<file path="src/rtl/memory_stage.sv">
// memory_stage: EX/MEM register, req/ack data-memory access with timeout, branch resolve, MEM/WB register
module memory_stage #(
    parameter int N       = 64,
    parameter int TIMEOUT = 16
) (
    input  logic         i_clk,
    input  logic         i_reset,
    input  logic         i_valid_E,
    input  logic         i_regWrite_E,
    input  logic         i_memtoReg_E,
    input  logic         i_memRead_E,
    input  logic         i_memWrite_E,
    input  logic         i_branch_E,
    input  logic         i_zero_E,
    input  logic [4:0]   i_rd_E,
    input  logic [N-1:0] i_PCBranch_E,
    input  logic [N-1:0] i_aluResult_E,
    input  logic [N-1:0] i_writeData_E,
    output logic         o_stall,
    output logic         o_PCSrc_M,
    output logic [N-1:0] o_PCBranch_M,
    output logic         o_dm_req,
    output logic         o_dm_we,
    output logic [N-1:0] o_dm_addr,
    output logic [N-1:0] o_dm_wdata,
    input  logic [N-1:0] i_dm_rdata,
    input  logic         i_dm_ack,
    output logic         o_valid_W,
    output logic         o_regWrite_W,
    output logic         o_memtoReg_W,
    output logic [4:0]   o_rd_W,
    output logic [N-1:0] o_aluResult_W,
    output logic [N-1:0] o_readData_W,
    output logic         o_bus_error
);
    localparam int CW = $clog2(TIMEOUT + 1);
    typedef enum logic {IDLE, ACCESS} state_t;
    state_t r_state, w_next;
    logic [CW-1:0] r_cnt;
    logic r_valid, r_regWrite, r_memtoReg, r_memRead, r_memWrite, r_branch, r_zero;
    logic [4:0] r_rd;
    logic [N-1:0] r_PCBranch, r_aluResult, r_writeData;
    logic r_valid_W, r_regWrite_W, r_memtoReg_W, r_bus_error;
    logic [4:0] r_rd_W;
    logic [N-1:0] r_aluResult_W, r_readData_W;
    logic w_access, w_timeout, w_stall, w_mem_e, w_mem_m, w_valid_w, w_load;
    assign w_access  = r_state == ACCESS;
    assign w_timeout = w_access & (r_cnt == CW'(TIMEOUT - 1)) & ~i_dm_ack;
    assign w_stall   = w_access & ~i_dm_ack & ~w_timeout;
    assign w_mem_e   = i_valid_E & (i_memRead_E | i_memWrite_E);
    assign w_mem_m   = r_valid & (r_memRead | r_memWrite);
    assign w_valid_w = r_valid & (~w_mem_m | (w_access & i_dm_ack) | w_timeout);
    assign w_load    = w_access & i_dm_ack & r_memRead & ~r_memWrite;
    always_comb begin
        w_next = (w_stall | w_mem_e) ? ACCESS : IDLE;
    end
    always_ff @(posedge i_clk) begin
        if (!i_reset) begin
            r_state       <= IDLE;
            r_cnt         <= '0;
            r_valid       <= 1'b0;
            r_regWrite    <= 1'b0;
            r_memtoReg    <= 1'b0;
            r_memRead     <= 1'b0;
            r_memWrite    <= 1'b0;
            r_branch      <= 1'b0;
            r_zero        <= 1'b0;
            r_rd          <= '0;
            r_PCBranch    <= '0;
            r_aluResult   <= '0;
            r_writeData   <= '0;
            r_valid_W     <= 1'b0;
            r_regWrite_W  <= 1'b0;
            r_memtoReg_W  <= 1'b0;
            r_rd_W        <= '0;
            r_aluResult_W <= '0;
            r_readData_W  <= '0;
            r_bus_error   <= 1'b0;
        end else begin
            r_state <= w_next;
            r_cnt   <= w_stall ? r_cnt + CW'(1) : '0;
            if (!w_stall) begin
                r_valid     <= i_valid_E;
                r_regWrite  <= i_regWrite_E;
                r_memtoReg  <= i_memtoReg_E;
                r_memRead   <= i_memRead_E;
                r_memWrite  <= i_memWrite_E;
                r_branch    <= i_branch_E;
                r_zero      <= i_zero_E;
                r_rd        <= i_rd_E;
                r_PCBranch  <= i_PCBranch_E;
                r_aluResult <= i_aluResult_E;
                r_writeData <= i_writeData_E;
            end
            r_valid_W     <= w_valid_w;
            r_regWrite_W  <= w_valid_w & r_regWrite & ~w_timeout;
            r_memtoReg_W  <= r_memtoReg;
            r_rd_W        <= r_rd;
            r_aluResult_W <= r_aluResult;
            r_readData_W  <= w_load ? i_dm_rdata : '0;
            r_bus_error   <= r_bus_error | w_timeout;
        end
    end
    assign o_stall       = w_stall;
    assign o_PCSrc_M     = r_valid & r_branch & r_zero;
    assign o_PCBranch_M  = r_PCBranch;
    assign o_dm_req      = w_access;
    assign o_dm_we       = r_memWrite;
    assign o_dm_addr     = r_aluResult;
    assign o_dm_wdata    = r_writeData;
    assign o_valid_W     = r_valid_W;
    assign o_regWrite_W  = r_regWrite_W;
    assign o_memtoReg_W  = r_memtoReg_W;
    assign o_rd_W        = r_rd_W;
    assign o_aluResult_W = r_aluResult_W;
    assign o_readData_W  = r_readData_W;
    assign o_bus_error   = r_bus_error;
endmodule

</file>
<file path="config.mk">
export PLATFORM = sky130hd
export DESIGN_NAME = memory_stage
export DESIGN_NICKNAME = d
export VERILOG_FILES = /design/src/rtl/memory_stage.sv
export SDC_FILE = /design/constraint.sdc
export NUM_CORES = 1
export LEC_CHECK = 0
export CAP_MARGIN = 15
export CELL_PAD_IN_SITES_DETAIL_PLACEMENT = 0
export CELL_PAD_IN_SITES_GLOBAL_PLACEMENT = 1
export CORE_AREA = 3 3 231 233
export DETAILED_ROUTE_END_ITERATION = 8
export DIE_AREA = 0 0 234 236
export GPL_ROUTABILITY_DRIVEN = 0
export PLACE_DENSITY = 0.66
export RECOVER_POWER = 50
export SLEW_MARGIN = 40
export SYNTH_ARGS = -nofsm -noshare
export SYNTH_HDL_FRONTEND = slang
export SYNTH_SLANG_ARGS = --single-unit
</file>
<file path="constraint.sdc">
create_clock -name i_clk -period 4.9 [get_ports i_clk]
set_input_delay 1.47 -clock i_clk [delete_from_list [all_inputs] [get_ports i_clk]]
set_output_delay 1.47 -clock i_clk [all_outputs]
set_load 0.01 [all_outputs]
</file>
Yosys cells after proc, flatten, opt, wreduce, memory -nomap -nowiden
Cells that the tools add are included.
{"block": "totals", "regBits": 347, "out_inout_bits": 333, "elab_cells": 49}
{"block": "classes", "addsub": 1, "n_eq_ne": 1, "mux": 1, "bitwise": 24, "n_reduce_logical": 2}
{"cell": "1-bit bitwise AND", "count": 14}
{"cell": "1-bit OR", "count": 6}
{"cell": "5-bit by 1-bit adder with 5-bit output (second input constant)", "count": 1}
{"cell": "5-bit by 4-bit equality test with 1-bit output (second input constant)", "count": 1}
{"cell": "1-bit inverter", "count": 4}
{"cell": "2-bit AND reduction", "count": 2}
{"cell": "1-bit 2-to-1 mux", "count": 1}

Depth between registers and ports, before layout
Gate-level depths: netlist of run 1.
{"block": "logic_depth", "word_depth": 8, "mapped_depth": 10, "ltp_nobuf": 7}

Worst setup path after synthesis of run 1
No wires, ideal clock.
{"block": "synth_timing", "kind": "input port to output port", "from": "input port i_dm_ack", "to": "output port o_stall", "t_arrival_ns": 2.259, "t_required_ns": 3.430, "slack_ns": 1.171, "path_stages": 4, "n_path_buf": 2, "cell_sequence": "or3b_1 -> buf_2 -> inv_4 -> buf_2"}
{"block": "synth_between", "elab_chain_cells": 4, "elab_cells_between_ends": 5, "classes_between": "bitwise (5)"}
{"item": "from (decl)", "line": "27", "text": "input logic i_dm_ack,"}
{"item": "1-bit inverter (*)", "line": "48, 49"}
{"item": "1-bit bitwise AND", "line": "48", "text": "assign w_timeout = w_access & (r_cnt == CW'(TIMEOUT - 1)) & ~i_dm_ack;"}
{"item": "1-bit inverter", "line": "49", "text": "assign w_stall = w_access & ~i_dm_ack & ~w_timeout;"}
{"item": "1-bit bitwise AND (*)", "line": "49"}
{"item": "to (decl)", "line": "19", "text": "output logic o_stall,"}
Mark *: on every way between the ends. The rest lies on a longest branch, timed or not.

Worst setup path after layout of run 1
Same ends and word-level chain as after synthesis.

==> flow_summary.json, run 1 <==
{
  "status": "finished with violations",
  "failed_checks": "max-capacitance violations, max-slew violations",
  "cts_setup_buffers": 0,
  "worstPathMaxFanout": 4,
  "min_path_type": "flip-flop to flip-flop",
  "nets": 2047,
  "drc_errors": 0,
  "vias_per_cell": 4.043,
  "power.density_nw_per_um2": 349.3,
  "post-dp-hpwl_mm": 30.90,
  "die_w_um": 234,
  "syn_area_um2": 11450,
  "placed_area_um2": 18020,
  "cts.clk_slew.worst_paths_ns": 0.06,
  "yosysSeqAreaShare_pct": 60.69,
  "endpoint_kind": "output port",
  "clock_skew_ns": 0.01492,
  "finalHoldViolations": 0,
  "grt_pass1_vias": 10100,
  "num_vias": 10060,
  "multiInputGateArea_um2": 4061,
  "grt_pass1_wl_mm": 62.87,
  "area_growth_syn_to_layout_pct": 68.17,
  "ctsResizeCount": 0,
  "rsz0062_at_grt": "false",
  "fill_cells": 5191,
  "syn-num-nets": 1476,
  "drv_cap": 4,
  "cts_tree": "yes",
  "portBuffers": 603,
  "fp-row-count": 83,
  "syn_inst": 1203,
  "startpoint_type": "input pin",
  "ys_types": 23,
  "crit_type": "input pin to output port",
  "yosysWarnings": 0,
  "synth-async-reset-ratio_pct": 0,
  "die_area_um2": 55220,
  "synth_seq_cells": 347,
  "fin_crit_ns": 4.492,
  "grt-busiest-layer": "met2",
  "grt_max_degree": 113,
  "cp.arrival_ns": 3.02,
  "grt.met1_usage_pct": 16.07,
  "insertion_delay_ns": 0.54,
  "setup_tns_ns": 0,
  "drt_wl_total_mm": 42.88,
  "drtPass1Iterations": 4,
  "io_pins": 604,
  "grt-ovfl-total": 0,
  "tightest_slew_ns": 2.318,
  "h-tree-depth": 2,
  "cts_buffers": 40,
  "whs_ns": 0.4479,
  "first_iter_violations": 318,
  "drv_slew": 391,
  "syn_area_per_cell_um2": 9.515,
  "grt_usage_pct": 14.82,
  "utilization_pct": 37.44,
  "stdcell_area_um2": 19250,
  "cts_root_buffer": "clkbuf_16",
  "drive_gt1_share_pct": 4.047,
  "ys.flop_type": "dfxtp_1",
  "grt_use_met2_pct": 25.49,
  "setup_viol": 0,
  "antenna_found_initial": 7,
  "avgRoutedWirePerCell_um": 17.24,
  "clock_path_buffers": 3,
  "die_y_um": 236,
  "core_um2": 51410,
  "ir_drop_mv": 0.2471,
  "gr-usage-met3_pct": 6.353,
  "clock_sinks": 347,
  "synth_edf_count": 0,
  "p_leak_nw": 8.048,
  "fmax_mhz": 222.6,
  "initial_utilization_pct": 22.27,
  "fin_crit_sh_pct": 91.68,
  "required_ns": 3.43,
  "slew_headroom_pct": -54.55,
  "drtAntennaViolNets": 0,
  "hold_buffers": 0,
  "register_area_um2": 6947
}
[stage by stage]
stage | worst slack, ns | cells | total power (W)
2_1_floorplan | 1.171 | 1203 | 0.003351
3_3_place_gp | 0.4630 | 2411 | 0.003900
3_5_place_dp | 0.4413 | 2412 | 0.003908
4_1_cts | 0.4423 | 2484 | 0.006887
5_1_grt | 0.2705 | 2486 | 0.007048
6_report | 0.4076 | 2488 | 0.006723
[metal layers]
layer / wire length (um) / part of all wire (%) / vias up
li1: - / - / 4950
met1: 16180 / 38 / 4632
met2: 20700 / 48 / 392
met3: 4474 / 10 / 81
met4: 1506 / 3.5 / 4
met5: 21 / 0.049 / -
[layout by cell type, fill, tap and decap left out, types with 2 or more instances in the layout]
cell / count
ha_1: 2
and2_0: 30
clkinv_2: 7
clkbuf_16: 41
dfxtp_1: 347
clkbuf_2: 5
diode_2: 4
buf_4: 2
nor2_1: 5
o21ai_0: 2
nand2_1: 410
clkbuf_8: 8
clkdlybuf4s50_1: 425
a21boi_1: 96
a21boi_0: 110
inv_6: 3
and3_1: 4
clkbuf_1: 11
and2_1: 104
dlygate4sd3_1: 177
inv_1: 2
[cells by family after synthesis]
family          share of synthesized area [%]
compound gates                          13.64
buf+inv                                 3.848
simple gates                            21.45
flops                                   60.69
fa+ha+maj                              0.2186
xor+xnor                               0.1531
[final cells by class]
| class | instances | share of cell area, % |
|---|---|---|
| Clock inverter | 12 | 0.5135 |
| Sequential cell | 347 | 36.09 |
| Timing Repair Buffer | 611 | 31.64 |
| Inverter | 3 | 0.06500 |
| Antenna cell | 4 | 0.05200 |
| Multi-Input combinational cell | 771 | 21.10 |
| Clock buffer | 60 | 6.117 |
| Tap cell | 680 | 4.420 |
[worst max-delay path: stages]
cell and delay (ns):
clkdlybuf4s50_1 0.45, or3b_4 0.44, clkinvlp_2 0.12, clkdlybuf4s50_1 0.54
[report_power, final]
part           total (W)  switching (W)  internal, W  leakage, nW
Combinational   0.000783       0.000312     0.000471         4.56
Sequential       0.00303      0.0000676      0.00296         2.86
Clock            0.00291        0.00120      0.00172        0.631
Total            0.00672        0.00158      0.00515         8.05
[cell usage after synthesis (2+ instances only)]
cell type  number  share of area (%)
o21ai_0         2              0.087
a21boi_1      130                8.5
buf_2          14               0.61
nor2_1          5               0.16
and3_1          4               0.22
buf_6          12                1.2
nand2_1       410                 13
ha_1            2               0.22
clkbuf_1       53                1.7
buf_4           3               0.20
inv_1           2              0.066
a21boi_0       76                5.0
dfxtp_1       347                 61
and2_1        134                7.3
[worst paths after layout]
path	endpoint	slack, ns	cells past startpoint	startpoint
worst max-delay path	o_stall	0.41	4	i_dm_ack
worst min-delay path	o_dm_wdata[34]	0.45	2	o_dm_wdata[34]
worst max register to register	o_dm_wdata[6]	1.09	9	r_cnt[0]
worst min register to register	o_dm_wdata[34]	0.45	2	o_dm_wdata[34]
[flip-flops by register name, indices dropped and copies added, names as in the netlist, 5 cells and up]
| register | count |
|---|---|
| r_cnt | 5 |
| o_readData_W | 64 |
| o_rd_W | 5 |
| o_dm_addr | 64 |
| r_rd | 5 |
| o_dm_wdata | 64 |
| o_PCBranch_M | 64 |
| o_aluResult_W | 64 |
No activity file was read; power rests on OpenSTA's default activity.
==> inputs of run 2 (changes only) <==
Settings changed: CAP_MARGIN 15 to not set.
==> results of run 2 <==
Final layout, timing and power as in run 1 (identical DEF).
